===== config.mk =====
export PLATFORM = sky130hd
export DESIGN_NAME = fp_mult_b
export DESIGN_NICKNAME = d
export VERILOG_FILES = /design/src/rtl/fp_mult_b.sv
export SDC_FILE = /design/constraint.sdc
export NUM_CORES = 1
export LEC_CHECK = 0
export BUFFER_PORTS_ARGS = -buffer_cell sky130_fd_sc_hd__buf_4
export CORE_ASPECT_RATIO = 1.75
export CORE_MARGIN = 3
export CORE_UTILIZATION = 61
export DETAILED_ROUTE_END_ITERATION = 8
export PLACE_DENSITY = 0.83
export SLEW_MARGIN = 20
export SYNTH_ARGS = -nofsm -noshare
export SYNTH_HDL_FRONTEND = slang
export SYNTH_SLANG_ARGS = --single-unit

===== constraint.sdc =====
create_clock -name clk -period 12.6 [get_ports clk]
set_clock_uncertainty 0.1 [all_clocks]
set_input_delay 2.52 -clock clk [delete_from_list [all_inputs] [get_ports clk]]
set_output_delay 2.52 -clock clk [all_outputs]
set_load 0.02 [all_outputs]

===== src/rtl/fp_mult_b.sv =====
// FP32 multiplier stage 2: finishes the 24x24 mantissa product by accumulating
// {1,a_man} x b[16:0] in CHUNK_W-bit slices, and forms sign / raw exponent.
module fp_mult_b #(
    parameter int CHUNK_W = 6
) (
    input  logic        clk,
    input  logic        rst_n,
    input  logic        in_valid,
    output logic        in_ready,
    input  logic        Sa,
    input  logic        Sb,
    input  logic [7:0]  Ea,
    input  logic [7:0]  Eb,
    input  logic [47:0] Mp,
    input  logic [22:0] a_man,
    input  logic [16:0] b_lo,
    input  logic [4:0]  InputExc,
    output logic        out_valid,
    input  logic        out_ready,
    output logic        Sp,
    output logic [8:0]  Ep,
    output logic [47:0] Mprod,
    output logic [4:0]  ExcOut
);

    localparam int NCHUNK = (17 + CHUNK_W - 1) / CHUNK_W;
    localparam int BPAD_W = NCHUNK * CHUNK_W;
    localparam int IDX_W  = 5;

    localparam logic [1:0] S_IDLE = 2'd0;
    localparam logic [1:0] S_ACC  = 2'd1;
    localparam logic [1:0] S_DONE = 2'd2;

    // Handshake: a transfer happens on a rising clk edge where valid and ready
    // are both high; the source holds its data stable until that edge.

    logic [1:0]        state;
    logic [IDX_W-1:0]  idx;
    logic [23:0]       ma;
    logic [16:0]       bl;
    logic [47:0]       acc;
    logic              sp_q;
    logic [8:0]        ep_q;
    logic [4:0]        exc_q;

    logic [BPAD_W-1:0] b_pad;
    logic [BPAD_W-1:0] b_shift;
    logic [CHUNK_W-1:0] slice;
    logic [5:0]        shamt;
    logic [47:0]       part;
    logic              last_slice;

    // The top slice is zero-padded above bit 16 when CHUNK_W does not divide 17.
    assign b_pad      = BPAD_W'(bl);
    assign shamt      = 6'(32'(idx) * CHUNK_W);
    assign b_shift    = b_pad >> shamt;
    assign slice      = b_shift[CHUNK_W-1:0];
    assign part       = (48'(ma) * 48'(slice)) << shamt;
    assign last_slice = (idx == IDX_W'(NCHUNK - 1));

    always_ff @(posedge clk or negedge rst_n) begin
        if (!rst_n) begin
            state <= S_IDLE;
            idx   <= '0;
            ma    <= '0;
            bl    <= '0;
            acc   <= '0;
            sp_q  <= 1'b0;
            ep_q  <= '0;
            exc_q <= '0;
        end else begin
            case (state)
                S_IDLE: begin
                    if (in_valid) begin
                        ma    <= {1'b1, a_man};
                        bl    <= b_lo;
                        sp_q  <= Sa ^ Sb;
                        ep_q  <= {1'b0, Ea} + {1'b0, Eb};
                        exc_q <= InputExc;
                        acc   <= {Mp[30:0], 17'b0};
                        idx   <= '0;
                        state <= S_ACC;
                    end
                end
                S_ACC: begin
                    acc <= acc + part;
                    idx <= idx + 1'b1;
                    if (last_slice) begin
                        state <= S_DONE;
                    end
                end
                S_DONE: begin
                    if (out_ready) begin
                        state <= S_IDLE;
                    end
                end
                default: state <= S_IDLE;
            endcase
        end
    end

    assign in_ready  = (state == S_IDLE) & rst_n;
    assign out_valid = (state == S_DONE);
    assign Sp        = sp_q;
    assign Ep        = ep_q;
    assign Mprod     = acc;
    assign ExcOut    = exc_q;

    // Mp[47:31] is structurally zero upstream; b_shift is only read in its low slice.
    logic unused_bits;
    assign unused_bits = ^{Mp[47:31], b_shift};

endmodule


# Word level (Yosys, flattened, before mapping)
# Cells that the tools add are included.
# Widths: inputs -> output; s select.
# totals
register_bits	111
# classes
add_sub_neg	3
multipliers	2
n_eq_ne	6
shift	2
muxes	8
bitwise_logic	2
reduce_logical	5
# op_table
op	count
$pmux 48 s2	1
$add 48x48->48	1
$mux 48	1
$shl 30x6->48	1
$mul 24x6->30	1
$shr 17x6->6	1
$pmux 5 s2	1
$add 8x8->9	1
$mux 2	3
$pmux 2 s3	1
$add 5x1->5 const B	1
$eq 5x2->1 const B	1
$mul 5x2->5 const B	1
$mux 5	1
$ne 2x2->1 const B	2
$reduce_and 2->1	2
$reduce_and 3->1	1
$eq 2x1->1 const B	1
$eq 2x2->1 const B	1
$logic_not 2->1	1
$ne 2x1->1 const B	1
$reduce_bool 2->1	1
$and 1x1->1	1
$xor 1x1->1	1

# Depth between registers and ports, before layout
# depth
ltp_word	6
depth_mapped	43

# Worst setup path after synthesis
# Ideal clock, no wire load.
# synth_timing
kind	register to register
start	register idx[0]
end	register acc[47] (netlist: Mprod[47])
setup_ps	118
arrival_time_ps	9462
required_ps	12382
path_slack_ps	2920
path_stages_with_launch	41
path_buffers	8
period_less_slack_ps	9680
path_cell_list	dfrtp_1 -> buf_2 -> inv_1 -> buf_1 -> clkbuf_1 -> ha_1 -> clkbuf_1 -> clkbuf_1 -> buf_1 -> clkbuf_1 -> a21oi_1 -> nor2_1 -> clkbuf_1 -> and2_1 -> fa_1 -> fa_1 -> inv_1 -> fa_1 -> [5 not listed] -> o31ai_4 -> a311oi_2 -> xnor2_1 -> mux2i_1 -> mux2i_1 -> a21oi_1 -> o31ai_1 -> ha_1 -> a21o_1 -> a21o_1 -> a211o_1 -> and3_1 -> nor3_2 -> o31ai_1 -> o41ai_1 -> o21ai_0 -> xnor2_1 -> a21o_1
# synth_between
elab_chain_len	6
# synth_lines
item	line_no	rtl
from (decl)	38	logic [IDX_W-1:0] idx;
from (signal assigned)	87	idx <= idx + 1'b1;
$mul 5x2->5 *	55	assign shamt = 6'(32'(idx) * CHUNK_W);
$shr 17x6->6	56	assign b_shift = b_pad >> shamt;
$mul 24x6->30	58	assign part = (48'(ma) * 48'(slice)) << shamt;
$shl 30x6->48 *	58	
$add 48x48->48 *	86	acc <= acc + part;
$pmux 48 s2 *	72	case (state)
to (signal assigned)	80	acc <= {Mp[30:0], 17'b0};
to (signal assigned)	86	
to (decl)	41	logic [47:0] acc;
# Mark *: on every way between the ends. The rest lies on a longest branch, timed or not.
# A chain may end at the register's enable or synchronous reset.

# Worst setup path after layout
# Ends and elaborated chain as after synthesis.

==> reports/summary.md <==
At the worst endpoint, the arrival time is 11500 ps. The proportion of synthesized chip area in sequential cells was 19.5%; the minimum setup slack among reg-to-reg paths was 1280 ps. The area overhead of the layout relative to synthesis was 12.2%. In this run, synthesis inferred 0 flip-flops with an integrated enable. The final non-filler cell total is 2213, and the final number of max-transition violations is 0.

The multiplexer area fraction after synthesis is 4.07%. The flow ran to the end, and the final reports show no timing, DRC or antenna violations. The type of the worst min-delay path is flop to flop. Dividing the synthesized area by the synthesized cell count gives 7.90 µm². The synthesized netlist devotes 21.6% of its cell area to adder and majority cells. Summed over all layers, the global routing overflow is 0. Summing the areas of all and, or, nand and nor instances in the mapped netlist gives 23.9% of the synthesized area. The critical path is of the flop to flop type. Measured along the y axis, the die boundary spans 208 µm. The synthesized netlist occupies a cell area of 14200 µm². The later pin in the worst-skew pair is clocked with a latency of 400 ps. Using the TritonRoute via totals, the vias-per-cell ratio works out to 6.06.

Summed over all nets, the half-perimeter wirelength after detailed placement is 32200 µm. In the post-synthesis netlist, the biggest area contributors are dfrtp_1 20%, fa_1 13%, ha_1 8.6%. For the DRC violation count after routing, the log shows 0.

Setup repair after global routing left no endpoint under its margin. The logs give 0 for the number of buffers added for setup after CTS and 73 for the row count. For this run, the leading register cell type out of synthesis is dfrtp_1. Setup total negative slack on the finished layout was measured at 0 ps.

The top-area cell type share of the netlist area was 19.5%; the cell count after placement was 2197. The final clock period utilization by the worst path is 89.8%, and the first-iteration detailed-routing DRC count is 1014. TritonCTS built the clock tree. Summed over all instances, the cell type with the most area after synthesis is dfrtp_1.

In this run the count of I/O pins placed on the die edge is 180. In this run the tightest slew margin relative to its limit is 42.0%. Sum of routed wire length over all layers: 41300 µm. The effective utilization at floorplan was 62.3%; the ratio of cells with drive above 1 in the final layout was 13.6%. After clock tree synthesis, the repair step resized 0 gates. The slowest stage of the critical path is the dfrtp_1 cell. In this run, CTS created clock tree buffers numbering 9. After detailed routing, the average wire length per cell comes to 18.7 µm. Clock tree synthesis selected as its root buffer the cell clkbuf_16. The number of global-route vias before repair is 13.7k, and the global-route usage over all layers is 33.2%.

Counting every net in the synthesized netlist gives 2105. The hold-fix buffer count after cts came out at 0. The core area came out at 22800 µm². The largest incremental delay on the critical path was 830 ps; the share of the synthesized area in compound gates (AO/OA/AOI/OAI) was 20.6%. In this run the deepest clock path goes through 2 buffers. STA classifies the critical path endpoint as a flop. The biggest fanout along the worst timing path is 33. At the end of routability-driven placement, the weighted congestion stood at 0.984. Entering global routing, the biggest net connects 89 pins.

After synthesis the netlist holds a flip-flop and latch count of 111. The routed layout has 13.4k vias. By instance count, the cell type seen most on the critical path is inv_1. Prior to clock tree synthesis, the placed netlist has a worst setup slack of 1550 ps. Hold timing on the final database bottoms out at a slack of 380 ps.

The clock-pin transition on the worst setup and hold timing paths came out at 80 ps. The clock sink count is 111, and the transition time of the tightest slew-check pin is 861 ps. Synthesis handed over a netlist of 1800 instances. The first global-routing pass estimated 67400 µm of wire. The logs give 0 for the initial antenna violation count and 6 for the iteration count of the initial detailed-routing pass.

The worst path meets setup with 1280 ps of slack. For this run, asynchronously set or reset flops after synthesis account for 100%. Combinational family with the most area after synthesis: simple AND/OR/NAND/NOR gates. The number of nets still failing antenna checks after routing was 0. The count of synthesis-stage warnings from yosys was 0; the required time at the worst-slack endpoint was 12780 ps. The die covers 25200 µm².

The time the worst path needs with I/O delays and setup came out at 11320 ps. The number of endpoints with negative hold slack in the final report was 0; the width of the die was 121 µm. The count of maximum capacitance violations is 0, and the post-synthesis cell type count is 86. Setup violations remaining at the end of the flow were counted as 0. For this run, the post-layout net count is 2213. The number of H-tree branching levels came out at 3. The highest attainable clock frequency was 88.3 MHz.

The number of buffers added on ports is 162. 0 antenna diodes ended up in the layout. After Yosys synthesis, XOR and XNOR cells account for 4.13% of the synthesized area. STA classifies the critical path startpoint as a flop.
[through the flow]
step / utilization (%) / instance area [µm²]
3_3_place_gp: 68.6 / 15700
2_1_floorplan: - / 14200
3_5_place_dp: 68.6 / 15700
6_report: 69.9 / 16000
5_1_grt: 69.9 / 16000
4_1_cts: 69.9 / 16000
[worst max-delay path: cells and delay by family, from the launching register on]
kind | cells | cell delay [ps]
adder cells (fa/ha/maj) | 6 | 2760
XOR/XNOR | 2 | 590
buffers and inverters | 7 | 1270
AO/OA/AOI/OAI | 14 | 3360
flip-flops | 1 | 830
AND/OR/NAND/NOR | 7 | 1720
multiplexers | 2 | 540
[cells in the final DEF (no fill, tap or decap), types with 6 or more instances in the layout]
master,count
a211oi_1,21
a21o_1,48
a21oi_1,111
a31oi_1,26
and2_1,144
and3_1,15
buf_4,184
clkbuf_16,9
dfrtp_1,111
fa_1,91
ha_1,98
inv_1,141
mux2_2,9
mux2i_1,27
mux4_2,8
nand2_1,325
nand2b_1,12
nand3_1,51
nand4_1,6
nor2_1,101
nor2b_1,9
nor3_1,28
o211ai_1,12
o21a_1,16
o21ai_0,80
o21ai_1,13
o21bai_1,8
o22ai_1,9
o31ai_1,9
or3_1,6
xnor2_1,39
xor2_1,26
[sequential cells by signal (all words and copies together) (netlist names)]
name	count
idx	5
Sp	1
state	2
Mprod	48
ma	24
Ep	9
ExcOut	5
bl	17
[final cells by class]
type	count	area, µm²
clock buffer	11	243
clock inverter	5	51.3
fill	1868	6880
inverter	142	533
multi-input combinational	1460	10600
sequential	111	2780
tap	300	375
timing repair buffer	184	1380
[synthesized netlist by cell type, drive strengths merged (9+ instances only)]
master,count
dfrtp,111
buf,20
xnor2,40
o21bai,9
clkbuf,67
nor2,101
o21ai,96
o211ai,14
o22ai,9
a21oi,116
nand2b,13
inv,141
fa,92
o21a,16
nor3,29
and3,15
nand2,326
a211oi,25
ha,98
a31oi,26
and2,147
xor2,27
nand3,51
mux2,11
mux2i,27
nor2b,10
o31ai,11
a21o,48
[routing by layer]
metal  GRT usage, %  share of wire, %  routed length [µm]  vias to the layer above
met4           18.6               5.6                2330                        0
li1               -                 -                   -                     6349
met1           36.5                36               14900                     6521
met2           60.4                54               22400                      409
met5              0                 0                   0                        -
met3           4.00               4.2                1740                      129
[worst paths after layout]
kind                                       start                    end  cells after the start
min reg2reg                ExcOut[0]$_DFFE_PN0P_  ExcOut[0]$_DFFE_PN0P_                      2
max reg2reg                   idx[0]$_DFFE_PN0P_  Mprod[47]$_DFFE_PN0P_                     38
max                           idx[0]$_DFFE_PN0P_  Mprod[47]$_DFFE_PN0P_                     38
max in group asynchronous                  rst_n     ma[21]$_DFFE_PN0P_                      2
min                        ExcOut[0]$_DFFE_PN0P_  ExcOut[0]$_DFFE_PN0P_                      2
min in group asynchronous                  rst_n  Mprod[31]$_DFFE_PN0P_                      1
[logic make-up after synthesis]
logic type,after synthesis
compound gates,435
xor+xnor,67
fa+ha+maj,190
buf+inv,229
flops,111
mux,46
simple gates,722
Power is not shown: default switching activity piles up to over one toggle a cycle in this logic, so the estimate is an artifact.
